## config.mk

```make
export PLATFORM = sky130hd
export DESIGN_NAME = regmux_read_arbiter
export DESIGN_NICKNAME = d
export VERILOG_FILES = /design/src/rtl/regmux_pkg.sv /design/src/rtl/rr_picker.sv /design/src/rtl/regmux_read_arbiter.sv
export SDC_FILE = /design/constraint.sdc
export NUM_CORES = 1
export LEC_CHECK = 0
export BUFFER_PORTS_ARGS = -buffer_cell sky130_fd_sc_hd__buf_2
export CORE_ASPECT_RATIO = 0.5
export CORE_MARGIN = 1.5
export CORE_UTILIZATION = 30
export CTS_CLUSTER_SIZE = 30
export DETAILED_ROUTE_END_ITERATION = 10
export PLACE_DENSITY = 0.61
export SLEW_MARGIN = 25
export SYNTH_ARGS = -nofsm -noshare
export SYNTH_HDL_FRONTEND = slang
export SYNTH_HIERARCHICAL = 1
export SYNTH_SLANG_ARGS = --single-unit
```

## constraint.sdc

```tcl
create_clock -name clk -period 9.9 [get_ports clk]
set_clock_uncertainty 0.1 [all_clocks]
set_input_delay 1.98 -clock clk [delete_from_list [all_inputs] [get_ports clk]]
set_output_delay 1.98 -clock clk [all_outputs]
set_load 0.05 [all_outputs]
```

## src/rtl/regmux_pkg.sv

```systemverilog
// Shared widths and types for the register-read mux arbiter.
package regmux_pkg;

    localparam int unsigned REG_ADDR_W = 5;
    localparam int unsigned REG_DATA_W = 32;
    localparam int unsigned NUM_REGS   = 32;

    typedef logic [REG_ADDR_W-1:0] reg_addr_t;
    typedef logic [REG_DATA_W-1:0] reg_data_t;

endpackage

```

## src/rtl/rr_picker.sv

```systemverilog
// Rotating priority picker: grants the first set request after last_grant,
// wrapping modulo NUM_REQ.
module rr_picker #(
    parameter int unsigned NUM_REQ = 4,
    parameter int unsigned ID_W    = $clog2(NUM_REQ)
) (
    input  logic [NUM_REQ-1:0] req,
    input  logic [ID_W-1:0]    last_grant,
    output logic [NUM_REQ-1:0] gnt,
    output logic [ID_W-1:0]    idx,
    output logic               any
);

    int unsigned     cand;
    logic [ID_W-1:0] cand_idx;

    always_comb begin
        gnt      = '0;
        idx      = '0;
        any      = 1'b0;
        cand     = 0;
        cand_idx = '0;
        // Offsets 1..NUM_REQ visit every requester once, last_grant itself last.
        for (int unsigned off = 1; off <= NUM_REQ; off++) begin
            cand     = (32'(last_grant) + off) % NUM_REQ;
            cand_idx = ID_W'(cand);
            if (!any && req[cand_idx]) begin
                any           = 1'b1;
                idx           = cand_idx;
                gnt[cand_idx] = 1'b1;
            end
        end
    end

endmodule

```

## src/rtl/regmux_read_arbiter.sv

```systemverilog
// Round-robin arbiter sharing one 32:1 register-read mux among NUM_REQ requesters.
// Define REGMUX_ZERO_BYPASS_EN to make reads of register 0 return zero.
module regmux_read_arbiter
    import regmux_pkg::*;
#(
    parameter int unsigned NUM_REQ = 4,
    parameter int unsigned ADDR_W  = REG_ADDR_W,
    parameter int unsigned DATA_W  = REG_DATA_W,
    localparam int unsigned ID_W   = $clog2(NUM_REQ)
) (
    input  logic                      clk,
    input  logic                      rst,
    input  logic [NUM_REQ-1:0]        req_valid,
    input  logic [NUM_REQ*ADDR_W-1:0] req_addr,
    output logic [NUM_REQ-1:0]        req_ready,
    input  logic                      port_stall,
    output logic [ADDR_W-1:0]         mux_sel,
    input  logic [DATA_W-1:0]         mux_data,
    output logic                      rsp_valid,
    output logic [ID_W-1:0]           rsp_id,
    output logic [ADDR_W-1:0]         rsp_addr,
    output logic [DATA_W-1:0]         rsp_data
);

    logic [NUM_REQ-1:0] pick_gnt;
    logic [ID_W-1:0]    pick_idx;
    logic               pick_any;
    logic               grant_en;
    logic               handshake;
    logic [ADDR_W-1:0]  sel;
    logic [DATA_W-1:0]  cap_data;

    logic [ID_W-1:0]    last_grant_q, last_grant_d;
    logic               rsp_valid_q, rsp_valid_d;
    logic [ID_W-1:0]    rsp_id_q, rsp_id_d;
    logic [ADDR_W-1:0]  rsp_addr_q, rsp_addr_d;
    logic [DATA_W-1:0]  rsp_data_q, rsp_data_d;

    rr_picker #(
        .NUM_REQ (NUM_REQ),
        .ID_W    (ID_W)
    ) u_picker (
        .req        (req_valid),
        .last_grant (last_grant_q),
        .gnt        (pick_gnt),
        .idx        (pick_idx),
        .any        (pick_any)
    );

    // A borrowed port or reset suppresses the grant but not the search.
    assign grant_en  = pick_any & ~port_stall & ~rst;
    assign req_ready = grant_en ? pick_gnt : '0;
    assign handshake = |(req_valid & req_ready);

    always_comb begin
        sel = '0;
        for (int unsigned i = 0; i < NUM_REQ; i++) begin
            if (req_ready[i]) begin
                sel = sel | req_addr[i*ADDR_W +: ADDR_W];
            end
        end
    end

    assign mux_sel = sel;

`ifdef REGMUX_ZERO_BYPASS_EN
    // r0 is hardwired zero whatever the mux presents.
    assign cap_data = (sel == '0) ? '0 : mux_data;
`else
    assign cap_data = mux_data;
`endif

    always_comb begin
        last_grant_d = last_grant_q;
        rsp_valid_d  = 1'b0;
        rsp_id_d     = rsp_id_q;
        rsp_addr_d   = rsp_addr_q;
        rsp_data_d   = rsp_data_q;
        if (handshake) begin
            last_grant_d = pick_idx;
            rsp_valid_d  = 1'b1;
            rsp_id_d     = pick_idx;
            rsp_addr_d   = sel;
            rsp_data_d   = cap_data;
        end
    end

    always_ff @(posedge clk) begin
        if (rst) begin
            last_grant_q <= ID_W'(NUM_REQ - 1);
            rsp_valid_q  <= 1'b0;
            rsp_id_q     <= '0;
            rsp_addr_q   <= '0;
            rsp_data_q   <= '0;
        end else begin
            last_grant_q <= last_grant_d;
            rsp_valid_q  <= rsp_valid_d;
            rsp_id_q     <= rsp_id_d;
            rsp_addr_q   <= rsp_addr_d;
            rsp_data_q   <= rsp_data_d;
        end
    end

    assign rsp_valid = rsp_valid_q;
    assign rsp_id    = rsp_id_q;
    assign rsp_addr  = rsp_addr_q;
    assign rsp_data  = rsp_data_q;

endmodule

```

==> results.toml <==
[placed_design]
place_congestion = 0.817
hpwlAfterDp_mm = 4.58
dpl_worst_slack_ps = 3590
io_buffer_count = 107

[routing]
drc = 0
wire_per_inst_um = 13.6
ant_nets = 0
postRouteWirelength_mm = 6.24
firstDrtPassIters = 4
viasPerCell = 4.68
routed-via-count = 2142
drtIter0Drc = 159

[grt]
grt_pass1_vias = 1949
grt_pass1_wl_mm = 9.49
overflow = 0
grt_max_degree = 41
grt_use_total_pct = 13.1
grt_antenna_before_repair = 0

[sta]
drv_slew = 0
tightestPinTransition_ps = 790
fin_setup_tns_ps = 0
rsz0062_at_grt = "false"
layout_min_cycle_time_ps = 6330
setup_viol = 0
post-route-worst-setup-slack_ps = 3570
fmax_mhz = 158
hold_viol = 0
slew_headroom_pct = 47.3
fin_crit_sh_pct = 64.0

[synthesis]
syn_nets = 313
syn-cell-area_um2 = 2530
ys_top_cells_by_area = "dfxtp_1 (33%), mux2_4 (11%), mux2_2 (8.5%)"
postSynthCellCount = 246
synth.largest_area_cell = "dfxtp_1"
yosys_warnings = 6
yosysSeqAreaShare_pct = 33.3
syn_avg_cell_area_um2 = 10.3
yosys_register_bits = 42
synth.distinct_cells = 46
netlist.area_leader.share_pct = 33.3

[clock_tree]
hold_buffers = 0
root_buffer = "clkbuf_16"
clock_sinks = 42
htree_levels = 2
post_cts_resized = 0
clkLatencyLatePin_ps = 280
clockBufferDepth = 2
clk_pin_slew_ps = 50
cts_tree = "built"
cts_inserted_buffers = 5
post_cts_buffers = 0

[pwr]
power.leakage_uw = 0.00166
p_per_area_nw_per_um2 = 176
ir_drop_v = 0.0000800

[critical_path]
startpoint_type = "input port"
worstPathRequired_ps = 7820
crit_arrival_ps = 4250
crit_fanout = 16
critPathKind = "in2out"
worst_setup_path_end_kind = "output port"

[finish]
drive_gt1_share_pct = 46.8
num-fill-cells = 800
area_delta_synth_final_pct = 28.3
diodes = 0
nets = 412

[floorplanning]
io_pins = 108
dieArea_um2 = 9020
die_y_um = 67.9
std_cell_rows = 23
core_area_um2 = 8090
initial_core_util_pct = 31.3
fp.dieW_um = 133

[outcome]
outcome = "complete, no violations"

[hold_path]
hp-class = "reg2reg"

[job]
drv_cap = 0
-- sequential cells by signal, summed over array words and instances, names as in the netlist --
| register | cells |
|---|---|
| rsp_valid | 1 |
| rsp_data | 32 |
| last_grant_q | 2 |
| rsp_addr | 5 |
| rsp_id | 2 |
-- cell families (layout without fill, tap and decap cells) --
kind of cell | count (synthesis) | in the layout | synth area share, %
adder cells (fa/ha/maj) | 8 | 8 | 3.96
AO/OA/AOI/OAI | 51 | 51 | 15.1
AND/OR/NAND/NOR | 74 | 74 | 18.3
flip-flops | 42 | 42 | 33.3
buffers and inverters | 28 | 128 | 6.68
multiplexers | 43 | 43 | 22.7
-- where the power goes --
part	leakage (uW)	switching, uW	internal, uW	total, uW
clock	0.0000739	63.1	99.9	163
combinational	0.00125	136	73.1	210
sequential	0.000342	10.7	187	198
-- cell usage after synthesis, drive strengths merged --
| library cell | n |
|---|---|
| nor4bb | 1 |
| o31ai | 4 |
| and2 | 4 |
| a2111o | 4 |
| clkbuf | 6 |
| inv | 12 |
| mux4 | 2 |
| mux2i | 3 |
| nand3 | 1 |
| nand2 | 9 |
| nor2 | 5 |
| a22oi | 10 |
| a31oi | 5 |
| a211oi | 3 |
| nand4 | 6 |
| a21oi | 9 |
| nand3b | 1 |
| buf | 10 |
| or3b | 2 |
| ha | 8 |
| nor2b | 28 |
| mux2 | 38 |
| or3 | 4 |
| a221oi | 1 |
| o211a | 1 |
| dfxtp | 42 |
| and2b | 9 |
| o21ai | 5 |
| o311ai | 1 |
| nand2b | 2 |
| o221ai | 1 |
| a311o | 1 |
| a22o | 2 |
| o211ai | 4 |
| nor3b | 2 |
-- metrics by stage --
step,utilization [%],total power (uW),cells,cell area [um2],hold WS (ps)
4_1_cts,40.1,577,458,3240,360
3_5_place_dp,38.3,411,450,3090,352
2_1_floorplan,-,367,246,2530,448
5_1_grt,40.1,598,458,3240,376
6_report,40.1,570,458,3240,352
3_3_place_gp,38.3,411,450,3090,335
-- layout make-up --
cell class              count  area (um2)  share of cell area, %
multi-input cells         176        1530                   47.0
flip-flops and latches     42         841                   25.9
repair buffers            108         543                   16.8
clock buffers               7         143                   4.40
well taps                 112         140                   4.32
inverters                  12        45.0                   1.39
clock inverters             1        5.00                  0.154
-- path summary, 6_finish.rpt --
path	endpoint	slack, ps	startpoint	cells after the start
max	mux_sel[3]	3570	req_valid[0]	8
max reg2reg	rsp_data[26]	5450	last_grant_q[0]	10
min	rsp_id[0]	350	rsp_id[0]	2
min reg2reg	rsp_id[0]	350	rsp_id[0]	2
-- critical path, cell delays in order --
cell and delay, ps:
buf_2 170, mux4_2 630, or3_1 390, a21oi_1 160
a2111o_1 280, a22oi_1 130, a21oi_1 220, buf_2 300
-- cells in the final DEF, fill, tap and decap left out, drive strengths merged, types with 2 or more instances in the layout --
cell type  count
o21ai          5
mux2          38
o31ai          4
mux2i          3
nand2b         2
a31oi          5
a22o           2
inv           12
nand4          6
nor2           5
buf          108
ha             8
and2b          9
a211oi         3
or3            4
o211ai         4
a21oi          9
or3b           2
and2           4
nand2          9
mux4           2
nor3b          2
a22oi         10
dfxtp         42
clkbuf         7
nor2b         28
a2111o         4
-- layer usage --
| layer | wire [um] | global-route usage (%) | up-vias |
|---|---|---|---|
| met3 | 124 | 1.56 | 7 |
| met2 | 3360 | 25.0 | 32 |
| met1 | 2670 | 15.6 | 1015 |
| li1 | - | - | 1088 |
| met5 | 0 | 0 | - |
| met4 | 88 | 5.08 | 0 |
No activity file was read; power rests on OpenSTA's default activity.
